$ cat config.mk
export PLATFORM = sky130hd
export DESIGN_NAME = io_responder
export DESIGN_NICKNAME = d
export VERILOG_FILES = /design/src/rtl/io_responder_pkg.sv /design/src/rtl/io_responder_timer.sv /design/src/rtl/io_responder.sv
export SDC_FILE = /design/constraint.sdc
export NUM_CORES = 1
export LEC_CHECK = 0
export ABC_AREA = 1
export ABC_CLOCK_PERIOD_IN_PS = 2200
export BUFFER_PORTS_ARGS = -buffer_cell sky130_fd_sc_hd__buf_2
export CAP_MARGIN = 20
export CORE_ASPECT_RATIO = 0.5
export CORE_MARGIN = 2
export CORE_UTILIZATION = 40
export DETAILED_ROUTE_END_ITERATION = 7
export HOLD_SLACK_MARGIN = 0.06
export PLACE_DENSITY = 0.63
export REMOVE_ABC_BUFFERS = 1
export SLEW_MARGIN = 40
export SYNTH_ARGS = -nofsm -noshare
export SYNTH_HDL_FRONTEND = slang
export SYNTH_SLANG_ARGS = --single-unit
$ cat constraint.sdc
create_clock -name clk -period 2.2 [get_ports clk]
set_input_delay 0.33 -clock clk [delete_from_list [all_inputs] [get_ports clk]]
set_output_delay 0.33 -clock clk [all_outputs]
set_load 0.01 [all_outputs]
$ cat src/rtl/io_responder_pkg.sv
// Shared CPU-bus definitions: I/O window base, register offsets and STATUS layout
// used by the responder, the memory and the top-level decode.
package io_responder_pkg;

    localparam logic [15:0] DEFAULT_BASE_ADDR = 16'hFFF0;

    typedef enum logic [1:0] {
        REG_LED    = 2'd0,
        REG_SW     = 2'd1,
        REG_TIMER  = 2'd2,
        REG_STATUS = 2'd3
    } io_reg_e;

    localparam int STAT_TF  = 0;
    localparam int STAT_TIE = 1;
    localparam int STAT_SCF = 2;
    localparam int STAT_SIE = 3;

    // Field order matches the STAT_* bit positions (tf is bit 0).
    typedef struct packed {
        logic sie;
        logic scf;
        logic tie;
        logic tf;
    } status_t;

    function automatic logic [7:0] status_byte(status_t s);
        return {4'b0000, s};
    endfunction

endpackage

$ cat src/rtl/io_responder_timer.sv
// Prescaled 8-bit reloading down counter; expire pulses on the edge the count reloads.
module io_timer #(
    parameter int PRESCALE = 4
) (
    input  logic       clk,
    input  logic       rst,
    input  logic       load,
    input  logic [7:0] load_val,
    output logic [7:0] count,
    output logic       expire
);

    localparam logic [7:0] PSC_LAST = 8'(PRESCALE - 1);

    logic [7:0] reload;
    logic [7:0] psc;
    logic       tick;

    // A reload value of zero means stopped; a load always wins over a tick.
    assign tick   = (reload != 8'd0) && !load && (psc == PSC_LAST);
    assign expire = tick && (count <= 8'd1);

    // NOTE: sequential state uses non-blocking assignments so every flop samples pre-edge values.
    always_ff @(posedge clk or negedge rst) begin
        if (!rst) begin
            reload <= 8'd0;
            count  <= 8'd0;
            psc    <= 8'd0;
        end else if (load) begin
            reload <= load_val;
            count  <= load_val;
            psc    <= 8'd0;
        end else if (reload != 8'd0) begin
            if (tick) begin
                psc   <= 8'd0;
                count <= (count <= 8'd1) ? reload : count - 8'd1;
            end else begin
                psc <= psc + 8'd1;
            end
        end
    end

endmodule

$ cat src/rtl/io_responder.sv
// Memory-mapped I/O responder: LED, synchronized switches, timer and interrupt status
// in a 4-byte window, with a registered read path.
module io_responder
    import io_responder_pkg::*;
#(
    parameter logic [15:0] BASE_ADDR = DEFAULT_BASE_ADDR,
    parameter int          PRESCALE  = 4
) (
    input  logic        clk,
    input  logic        rst,
    input  logic [15:0] addr,
    input  logic [7:0]  data_in,
    input  logic        read,
    input  logic        write,
    output logic [7:0]  data_out,
    output logic        io_sel,
    input  logic [7:0]  sw_in,
    output logic [7:0]  led_out,
    output logic        irq
);

    io_reg_e    reg_sel;
    logic       wr_en;
    logic       rd_en;
    logic       wr_led;
    logic       wr_timer;
    logic       wr_status;
    logic [7:0] sw_meta;
    logic [7:0] sw_sync;
    logic       scf_set;
    logic       tf_set;
    logic [7:0] timer_count;
    logic [7:0] rdata;
    status_t    status;

    assign io_sel    = (addr[15:2] == BASE_ADDR[15:2]) && (read || write);
    assign reg_sel   = io_reg_e'(addr[1:0]);
    assign wr_en     = io_sel && write;
    assign rd_en     = io_sel && read && !write;
    assign wr_led    = wr_en && (reg_sel == REG_LED);
    assign wr_timer  = wr_en && (reg_sel == REG_TIMER);
    assign wr_status = wr_en && (reg_sel == REG_STATUS);

    io_timer #(.PRESCALE(PRESCALE)) u_timer (
        .clk      (clk),
        .rst      (rst),
        .load     (wr_timer),
        .load_val (data_in),
        .count    (timer_count),
        .expire   (tf_set)
    );

    // sw_meta absorbs metastability; sw_sync is the architectural SW register.
    always_ff @(posedge clk or negedge rst) begin
        if (!rst) begin
            sw_meta <= 8'd0;
            sw_sync <= 8'd0;
        end else begin
            sw_meta <= sw_in;
            sw_sync <= sw_meta;
        end
    end

    assign scf_set = (sw_meta != sw_sync);

    always_ff @(posedge clk or negedge rst) begin
        if (!rst) begin
            led_out <= 8'd0;
        end else if (wr_led) begin
            led_out <= data_in;
        end
    end

    // Hardware set of TF/SCF overrides a simultaneous write-one-to-clear.
    always_ff @(posedge clk or negedge rst) begin
        if (!rst) begin
            status <= '0;
        end else begin
            status.tf  <= tf_set  | (status.tf  & ~(wr_status & data_in[STAT_TF]));
            status.scf <= scf_set | (status.scf & ~(wr_status & data_in[STAT_SCF]));
            if (wr_status) begin
                status.tie <= data_in[STAT_TIE];
                status.sie <= data_in[STAT_SIE];
            end
        end
    end

    // NOTE: rdata gets a default before the case so no latch is inferred.
    always_comb begin
        rdata = 8'd0;
        case (reg_sel)
            REG_LED:    rdata = led_out;
            REG_SW:     rdata = sw_sync;
            REG_TIMER:  rdata = timer_count;
            REG_STATUS: rdata = status_byte(status);
            default:    rdata = 8'd0;
        endcase
    end

    always_ff @(posedge clk or negedge rst) begin
        if (!rst) begin
            data_out <= 8'd0;
        end else begin
            data_out <= rd_en ? rdata : 8'd0;
        end
    end

    assign irq = (status.tf & status.tie) | (status.scf & status.sie);

endmodule

==> results of run 1 <==
-- worst register-to-register path, delay by kind of cell (launching register included) --
kind / cells / cell delay, ns
and+or+nand+nor: 9 / 0.83
DFF: 1 / 0.39
buffers and inverters: 2 / 0.27
adders and majority gates: 1 / 0.24
-- metrics by stage --
step,total power [mW],hold WS (ns),util [%]
global route,2.711,0.08657,50.41
finish,2.590,0.1005,50.41
CTS,2.624,0.09045,50.41
detailed placement,1.355,0.3538,46.60
floorplan,1.260,0.03441,-
global placement,1.354,0.3499,46.60
-- Yosys cell counts --
cell type | n | area [µm²]
sky130_fd_sc_hd__a221oi_1 | 4 | 35.03
sky130_fd_sc_hd__nand3_4 | 2 | 35.03
sky130_fd_sc_hd__nor2_1 | 42 | 157.7
sky130_fd_sc_hd__nand2_1 | 124 | 465.5
sky130_fd_sc_hd__a31oi_1 | 4 | 25.02
sky130_fd_sc_hd__xor2_1 | 3 | 26.28
sky130_fd_sc_hd__o21ai_2 | 2 | 17.52
sky130_fd_sc_hd__nand2_2 | 2 | 12.51
sky130_fd_sc_hd__inv_2 | 2 | 7.510
sky130_fd_sc_hd__nand3b_2 | 1 | 11.26
sky130_fd_sc_hd__o211ai_1 | 2 | 15.01
sky130_fd_sc_hd__inv_1 | 46 | 172.7
sky130_fd_sc_hd__dfrtp_1 | 60 | 1501
sky130_fd_sc_hd__nand4_2 | 1 | 12.51
sky130_fd_sc_hd__o22ai_1 | 7 | 43.79
sky130_fd_sc_hd__nand2_4 | 1 | 11.26
sky130_fd_sc_hd__nor3_1 | 1 | 5.000
sky130_fd_sc_hd__nand3_1 | 19 | 95.09
sky130_fd_sc_hd__nor2_8 | 1 | 20.02
sky130_fd_sc_hd__buf_4 | 3 | 22.52
sky130_fd_sc_hd__or2_2 | 1 | 6.260
sky130_fd_sc_hd__o21ai_1 | 13 | 65.06
sky130_fd_sc_hd__nor2_2 | 2 | 12.51
sky130_fd_sc_hd__a21oi_1 | 1 | 5.000
sky130_fd_sc_hd__nand3b_1 | 1 | 7.510
sky130_fd_sc_hd__o21ai_0 | 14 | 70.07
sky130_fd_sc_hd__buf_2 | 3 | 15.01
sky130_fd_sc_hd__xnor2_1 | 4 | 35.03
sky130_fd_sc_hd__nand4_1 | 12 | 75.07
sky130_fd_sc_hd__ha_1 | 3 | 37.54
-- cells in the final DEF (no fill, tap or decap), drive strengths merged, types with 3 or more instances in the layout --
master  synthesis  layout
clkinv          0       5
nor2           45      45
o22ai           7       7
dfrtp          60      60
nand2         127     127
o21ai          29      29
xnor2           4       4
inv            48      48
clkbuf          0       9
buf             6      57
nand3          21      21
xor2            3       3
a221oi          4       4
ha              3       3
nand4          13      13
a31oi           4       4
-- layer usage --
| layer | GRT usage (%) | wire length [µm] | vias to the layer above |
|---|---|---|---|
| li1 | - | - | 1352 |
| met1 | 24.87 | 3548 | 1212 |
| met2 | 28.70 | 2894 | 43 |
| met3 | 6.840 | 284 | 7 |
| met4 | 6.181 | 80 | 0 |
| met5 | 0 | 0 | - |
-- kinds of logic (layout without fill, tap and decap cells) --
group,count (synthesis),after routing,synth area share [%]
AND/OR/NAND/NOR,210,210,30.68
flip-flops,60,60,49.69
buffers and inverters,54,122,7.205
AO/OA/AOI/OAI,47,47,9.151
XOR/XNOR,7,7,2.029
adder cells (fa/ha/maj),3,3,1.242
-- flip-flops by register name (all words and copies together) (netlist names) --
name / flops
sw_sync: 8
data_out: 8
led_out: 8
u_timer.psc: 8
status: 4
u_timer.reload: 8
u_timer.count: 8
sw_meta: 8
-- final timing paths --
path                       cells after the start              from                 to  slack (ns)
min                                            1          sw_in[6]         sw_meta[6]        0.10
max                                           12  u_timer.count[0]   u_timer.count[4]        0.37
max in group asynchronous                      3               rst         sw_sync[4]        1.10
min reg2reg                                    0        sw_meta[0]         sw_sync[0]        0.39
min in group asynchronous                      2               rst  u_timer.reload[4]        0.52
max reg2reg                                   12  u_timer.count[0]   u_timer.count[4]        0.37
-- power groups by stage --
stage	sequential (mW)	clock [mW]	combinational, mW
2_1_floorplan	1.18	0	0.0797
3_3_place_gp	1.19	0	0.166
3_5_place_dp	1.19	0	0.168
4_1_cts	1.17	1.28	0.170
5_1_grt	1.17	1.34	0.192
6_report	1.17	1.25	0.166
-- final cells by class --
type,count,share of cell area [%]
Clock inverter,7,1.186
Clock buffer,9,6.102
Sequential cell,60,40.68
Multi-Input combinational cell,267,35.29
Tap cell,96,3.254
Inverter,48,4.881
Timing Repair Buffer,58,8.610
-- timing repair --
action                                 CTS  global route
setup endpoints to repair                0             0
endpoints found under the hold margin   22             0
hold buffers                             1             0
==> load_flow_metrics.sql, run 1 <==
INSERT INTO impl_metrics (metric_group, metric, value, unit) VALUES
('finish', 'multi_input_gate_area', '0.001303', 'mm²'),
('setup_path', 'max_stage_delay', '0.39', 'ns'),
('sta', 'worst_clock_skew_on_the_final_layout', '0.006064', 'ns'),
('synth', 'netlist_area_pre_place', '0.003022', 'mm²'),
('global_route', 'antenna_violations_before_repair', '0', ''),
('drt', 'final_wl', '6809', 'µm'),
('power_and_ir_drop', 'power_density', '701.7', 'mW/mm²'),
('setup_path', 'critPathArrivalTime', '2.05', 'ns'),
('drt', 'drt_first_pass_iters', '4', ''),
('clock_network', 'total_clock_buffers_created_by_cts', '9', ''),
('setup_path', 'cp.required', '2.42', 'ns'),
('run_status', 'status', 'finished, final reports clean', ''),
('drt', 'post-route-drc-count', '0', ''),
('synth', 'postSynthRegisterBits', '60', ''),
('global_route', 'number_of_global_route_vias_before_repair', '2505', ''),
('clock_network', 'cts.htree.levels', '3', ''),
('drt', 'route.detailed.wl_per_inst', '12.49', 'µm'),
('power_and_ir_drop', 'p_int', '1.959', 'mW'),
('placement', 'place.detailed.instances', '528', ''),
('finish', 'num-nets-final', '483', ''),
('sta', 'timing_worst_slew_pin_value', '0.5897', 'ns'),
('clock_network', 'cts_repair_resize_count', '0', ''),
('clock_network', 'post-cts-setup-buffer-count', '0', ''),
('sta', 'post-route-worst-setup-slack', '0.3701', 'ns'),
('floorplanning', 'fp.dieW', '126.9', 'µm'),
('clock_network', 'clock_tree_from_tritoncts', 'yes', ''),
('clock_network', 'clock-root-buffer', 'sky130_fd_sc_hd__clkbuf_16', ''),
('clock_network', 'numClockSinks', '60', ''),
('drt', 'dr.first_iter.drc_count', '97', ''),
('setup_path', 'worst_path_buf_inv', '2', ''),
('synth', 'synthesis.yosys.warnings', '0', ''),
('placement', 'detailed_place_hpwl', '5103', 'µm'),
('setup_path', 'crit_path_start_kind', 'flop', ''),
('placement', 'gp_routability_congestion', '0.8455', ''),
('finish', 'insertedDiodeCount', '0', ''),
('floorplanning', 'i_o_pin_count', '54', ''),
('setup_path', 'critical_path.top_delay_family', 'simple AND/OR/NAND/NOR gates', ''),
('power_and_ir_drop', 'worst_ir_drop_vdd', '0.0003128', 'V'),
('power_and_ir_drop', 'power.clock.fraction', '48.4', '%'),
('finish', 'areaGrowthSynthToFinish', '22.15', '%'),
('drt', 'detail_route.vias_per_cell', '4.796', ''),
('global_route', 'gr-total-overflow', '0', ''),
('placement', 'dpl-instance-area', '0.003412', 'mm²'),
('global_route', 'gr-usage-all-layers', '18.74', '%'),
('sta', 'total_count_of_max_transition_violations_in_the_final_report', '0', ''),
('sta', 'final_period_minus_worst_setup_slack', '1.830', 'ns'),
('placement', 'dp_worst_slack', '0.3786', 'ns'),
('sta', 'clock.fmax', '546.5', 'MHz'),
('synth', 'synth_cell_types', '30', ''),
('setup_path', 'worst-setup-path-type', 'reg2reg', ''),
('finish', 'fill_cells', '718', ''),
('sta', 'final.setup.tns', '0', 'ns'),
('setup_path', 'cpMaxStageDelayCell', 'sky130_fd_sc_hd__dfrtp_1', ''),
('drt', 'num_vias', '2614', ''),
('floorplanning', 'floorplan.die.height', '65.46', 'µm'),
('finish', 'final_cells', '545', ''),
('power_and_ir_drop', 'share_seq_of_total_power', '45.2', '%'),
('setup_path', 'path_cells', 'inv_1 > ha_1 > nor2_1 > nor2_1 > nand2_1 > inv_1 > nand2_1 > nand2_1 > nand2_1 > nand2_1 > nand2_1 > nand2_1', ''),
('finish', 'seqCellArea', '0.001501', 'mm²'),
('run', 'cap_viol_max_count', '0', ''),
('power_and_ir_drop', 'netSwitchingFraction', '24.35', '%'),
('sta', 'hold_viol', '0', ''),
('power_and_ir_drop', 'cellLeakagePower', '1.963', 'nW'),
('clock_network', 'clock_tree.buffer_depth', '2', ''),
('worst_hold_path', 'worstHoldPathType', 'in2reg', ''),
('placement', 'io_buffers', '53', ''),
('power_and_ir_drop', 'p_sw', '0.6308', 'mW'),
('floorplanning', 'initial_core_util', '41.27', '%'),
('clock_network', 'worstSkewPairLatency', '0.33', 'ns'),
('global_route', 'grt_start_max_net_pins', '39', ''),
('sta', 'max-slew-margin-rel', '60.54', '%');
Note: power is estimated with default switching activity, not from simulation.
==> run 2, diff against run 1 <==
ABC_CLOCK_PERIOD_IN_PS = 1800   (was 2200)
clock period = 1.8 ns   (was 2.2 ns; I/O delays follow)
==> load_flow_metrics.sql, run 2 (synthesis results as in run 1) <==
INSERT INTO impl_metrics (metric_group, metric, value, unit) VALUES
('drt', 'drt.antenna.violating_nets', '0', ''),
('placement', 'detailed_place_hpwl', '5165', 'µm'),
('clock_network', 'clock-root-buffer', 'sky130_fd_sc_hd__clkbuf_16', ''),
('sta', 'hold_viol', '0', ''),
('finish', 'areaGrowthSynthToFinish', '27.16', '%'),
('finish', 'final_cells', '557', ''),
('sta', 'final_period_minus_worst_setup_slack', '1.618', 'ns'),
('floorplanning', 'initial_core_util', '41.27', '%'),
('setup_path', 'worst-setup-path-type', 'reg2reg', ''),
('global_route', 'grt_start_max_net_pins', '61', ''),
('sta', 'max-slew-margin-rel', '63.05', '%'),
('finish', 'finalCoreUtilization', '52.48', '%'),
('drt', 'post-route-drc-count', '0', ''),
('finish', 'insertedDiodeCount', '0', ''),
('global_route', 'gr-usage-all-layers', '19.15', '%'),
('setup_path', 'r2r_cells', '11', ''),
('worst_hold_path', 'hold_path_startpoint', 'data_in[6]', ''),
('power_and_ir_drop', 'power_density', '881.7', 'mW/mm²'),
('global_route', 'wire_length_of_the_first_global_routing_pass', '12080', 'µm'),
('drt', 'route.detailed.wl_per_inst', '12.83', 'µm'),
('setup_path', 'regToRegStartpoint', 'u_timer.count[1]', ''),
('floorplanning', 'floorplan.die.height', '65.46', 'µm'),
('worst_hold_path', 'worstHoldPathType', 'in2reg', ''),
('setup_path', 'crit_path_start_kind', 'flop', ''),
('sta', 'post-route-period-util', '89.91', '%'),
('placement', 'gp_routability_congestion', '0.8308', ''),
('setup_path', 'critPathCaptureType', 'flop', ''),
('clock_network', 'worstSkewPairLatency', '0.33', 'ns'),
('sta', 'final.setup.tns', '0', 'ns'),
('power_and_ir_drop', 'cellLeakagePower', '2.026', 'nW'),
('sta', 'report.final.setup_viol', '0', ''),
('power_and_ir_drop', 'worst_ir_drop_vdd', '0.0004599', 'V'),
('sta', 'setup_repair_after_global_routing_missed_its_margin', 'no', ''),
('drt', 'detail_route.vias_per_cell', '4.795', ''),
('clock_network', 'cts.htree.levels', '3', ''),
('drt', 'drt_first_pass_iters', '4', ''),
('finish', 'post-route-cell-area', '0.003842', 'mm²'),
('sta', 'timing_worst_slew_pin_value', '0.5522', 'ns'),
('sta', 'clock.fmax', '617.9', 'MHz'),
('placement', 'place.detailed.instances', '531', ''),
('clock_network', 'clock_tree.buffer_depth', '2', ''),
('setup_path', 'register_to_register_setup_slack', '0.18', 'ns'),
('global_route', 'gr-total-overflow', '0', ''),
('finish', 'most_frequent_cells_in_the_layout', 'sky130_fd_sc_hd__nand2_1 (123), sky130_fd_sc_hd__dfrtp_1 (60), sky130_fd_sc_hd__buf_2 (53)', ''),
('sta', 'worst_clock_skew_on_the_final_layout', '0.003205', 'ns'),
('drt', 'dr.first_iter.drc_count', '141', ''),
('placement', 'io_buffers', '53', ''),
('finish', 'layout_commonest_cell', 'sky130_fd_sc_hd__nand2_1', ''),
('run', 'cap_viol_max_count', '0', ''),
('setup_path', 'path_max_fanout', '6', ''),
('drt', 'final_wl', '7149', 'µm'),
('global_route', 'number_of_global_route_vias_before_repair', '2509', ''),
('floorplanning', 'fp.dieW', '126.9', 'µm'),
('setup_path', 'cp.required', '2.03', 'ns'),
('power_and_ir_drop', 'post-layout-total-power', '3.388', 'mW'),
('worst_hold_path', 'min_path_cells', '3', ''),
('floorplanning', 'i_o_pin_count', '54', ''),
('finish', 'drive_gt1_share', '20.61', '%'),
('floorplanning', 'fp-row-count', '22', ''),
('sta', 'total_count_of_max_transition_violations_in_the_final_report', '0', ''),
('clock_network', 'clock_tree_from_tritoncts', 'yes', ''),
('finish', 'num-nets-final', '495', ''),
('clock_network', 'numClockSinks', '60', ''),
('setup_path', 'critPathArrivalTime', '1.85', 'ns'),
('floorplanning', 'fp.dieArea', '0.008308', 'mm²'),
('placement', 'dpl-instance-area', '0.003435', 'mm²'),
('run_status', 'status', 'finished, final reports clean', ''),
('drt', 'num_vias', '2671', ''),
('global_route', 'antenna_violations_before_repair', '0', ''),
('setup_path', 'critical_path.reg2reg.endpoint', 'u_timer.count[6]', ''),
('clock_network', 'total_clock_buffers_created_by_cts', '9', ''),
('worst_hold_path', 'worst_hold_path.endpoint', 'led_out[6]', ''),
('floorplanning', 'core_area', '0.007322', 'mm²'),
('clock_network', 'worst_setup_hold_path_clk_slew', '0.05', 'ns');
-- run 2: worst max-delay path, cell delays in order (launching register included) --
cell,delay (ns)
sky130_fd_sc_hd__dfrtp_1,0.38
sky130_fd_sc_hd__inv_1,0.15
sky130_fd_sc_hd__ha_2,0.23
sky130_fd_sc_hd__nor2_1,0.06
sky130_fd_sc_hd__nor2_2,0.16
sky130_fd_sc_hd__nand2_2,0.12
sky130_fd_sc_hd__inv_2,0.12
sky130_fd_sc_hd__nand2_1,0.07
sky130_fd_sc_hd__nand3_1,0.08
sky130_fd_sc_hd__nand2_1,0.05
sky130_fd_sc_hd__nand2_1,0.05
sky130_fd_sc_hd__nand2_1,0.04
-- run 2: worst max-delay path by stage --
stage,start,to,cells after the start
after floorplan,u_timer.count[0],u_timer.count[4],12
after global placement,u_timer.count[0],u_timer.count[4],12
after detailed placement,u_timer.count[0],u_timer.count[4],12
after CTS,u_timer.count[0],u_timer.count[6],11
after global routing,u_timer.count[0],u_timer.count[6],11
final,u_timer.count[1],u_timer.count[6],11
-- run 2: report_power, final --
part / leakage, nW / internal [mW] / switching, mW
Clock: 0.149 / 1.14 / 0.600
Combinational: 1.13 / 0.0943 / 0.123
Sequential: 0.751 / 1.39 / 0.0375
-- run 2: layout make-up --
type / count / area, µm²
Tap cell: 96 / 120.1
Fill cell: 725 / 3480
Clock inverter: 4 / 47.55
Multi-Input combinational cell: 268 / 1316
Timing Repair Buffer: 69 / 420.4
Inverter: 48 / 180.2
Sequential cell: 60 / 1501
Clock buffer: 12 / 256.5
-- run 2: stage by stage --
stage	hold slack (ns)	setup slack, ns
finish	0.1848	0.1816
global route	0.1932	0.01686
CTS	0.1748	0.07703
detailed placement	0.2996	-0.01488
global placement	0.3018	0.08569
floorplan	-0.02559	0.2351
-- run 2: timing repair --
item                                    CTS  global route
gates resized for setup                   1             4
hold buffers                              9             0
pin swaps                                 0             1
hold endpoints to repair                 68             0
endpoints found under the setup margin    4             9
setup buffers                             0             0
gates cloned                              0             1
-- run 2: routing by layer --
metal  share of wire (%)  GRT usage (%)
met1                  51          25.69
met2                  44          28.97
met3                 4.2          6.352
met4                 1.6          7.418
met5                   0              0
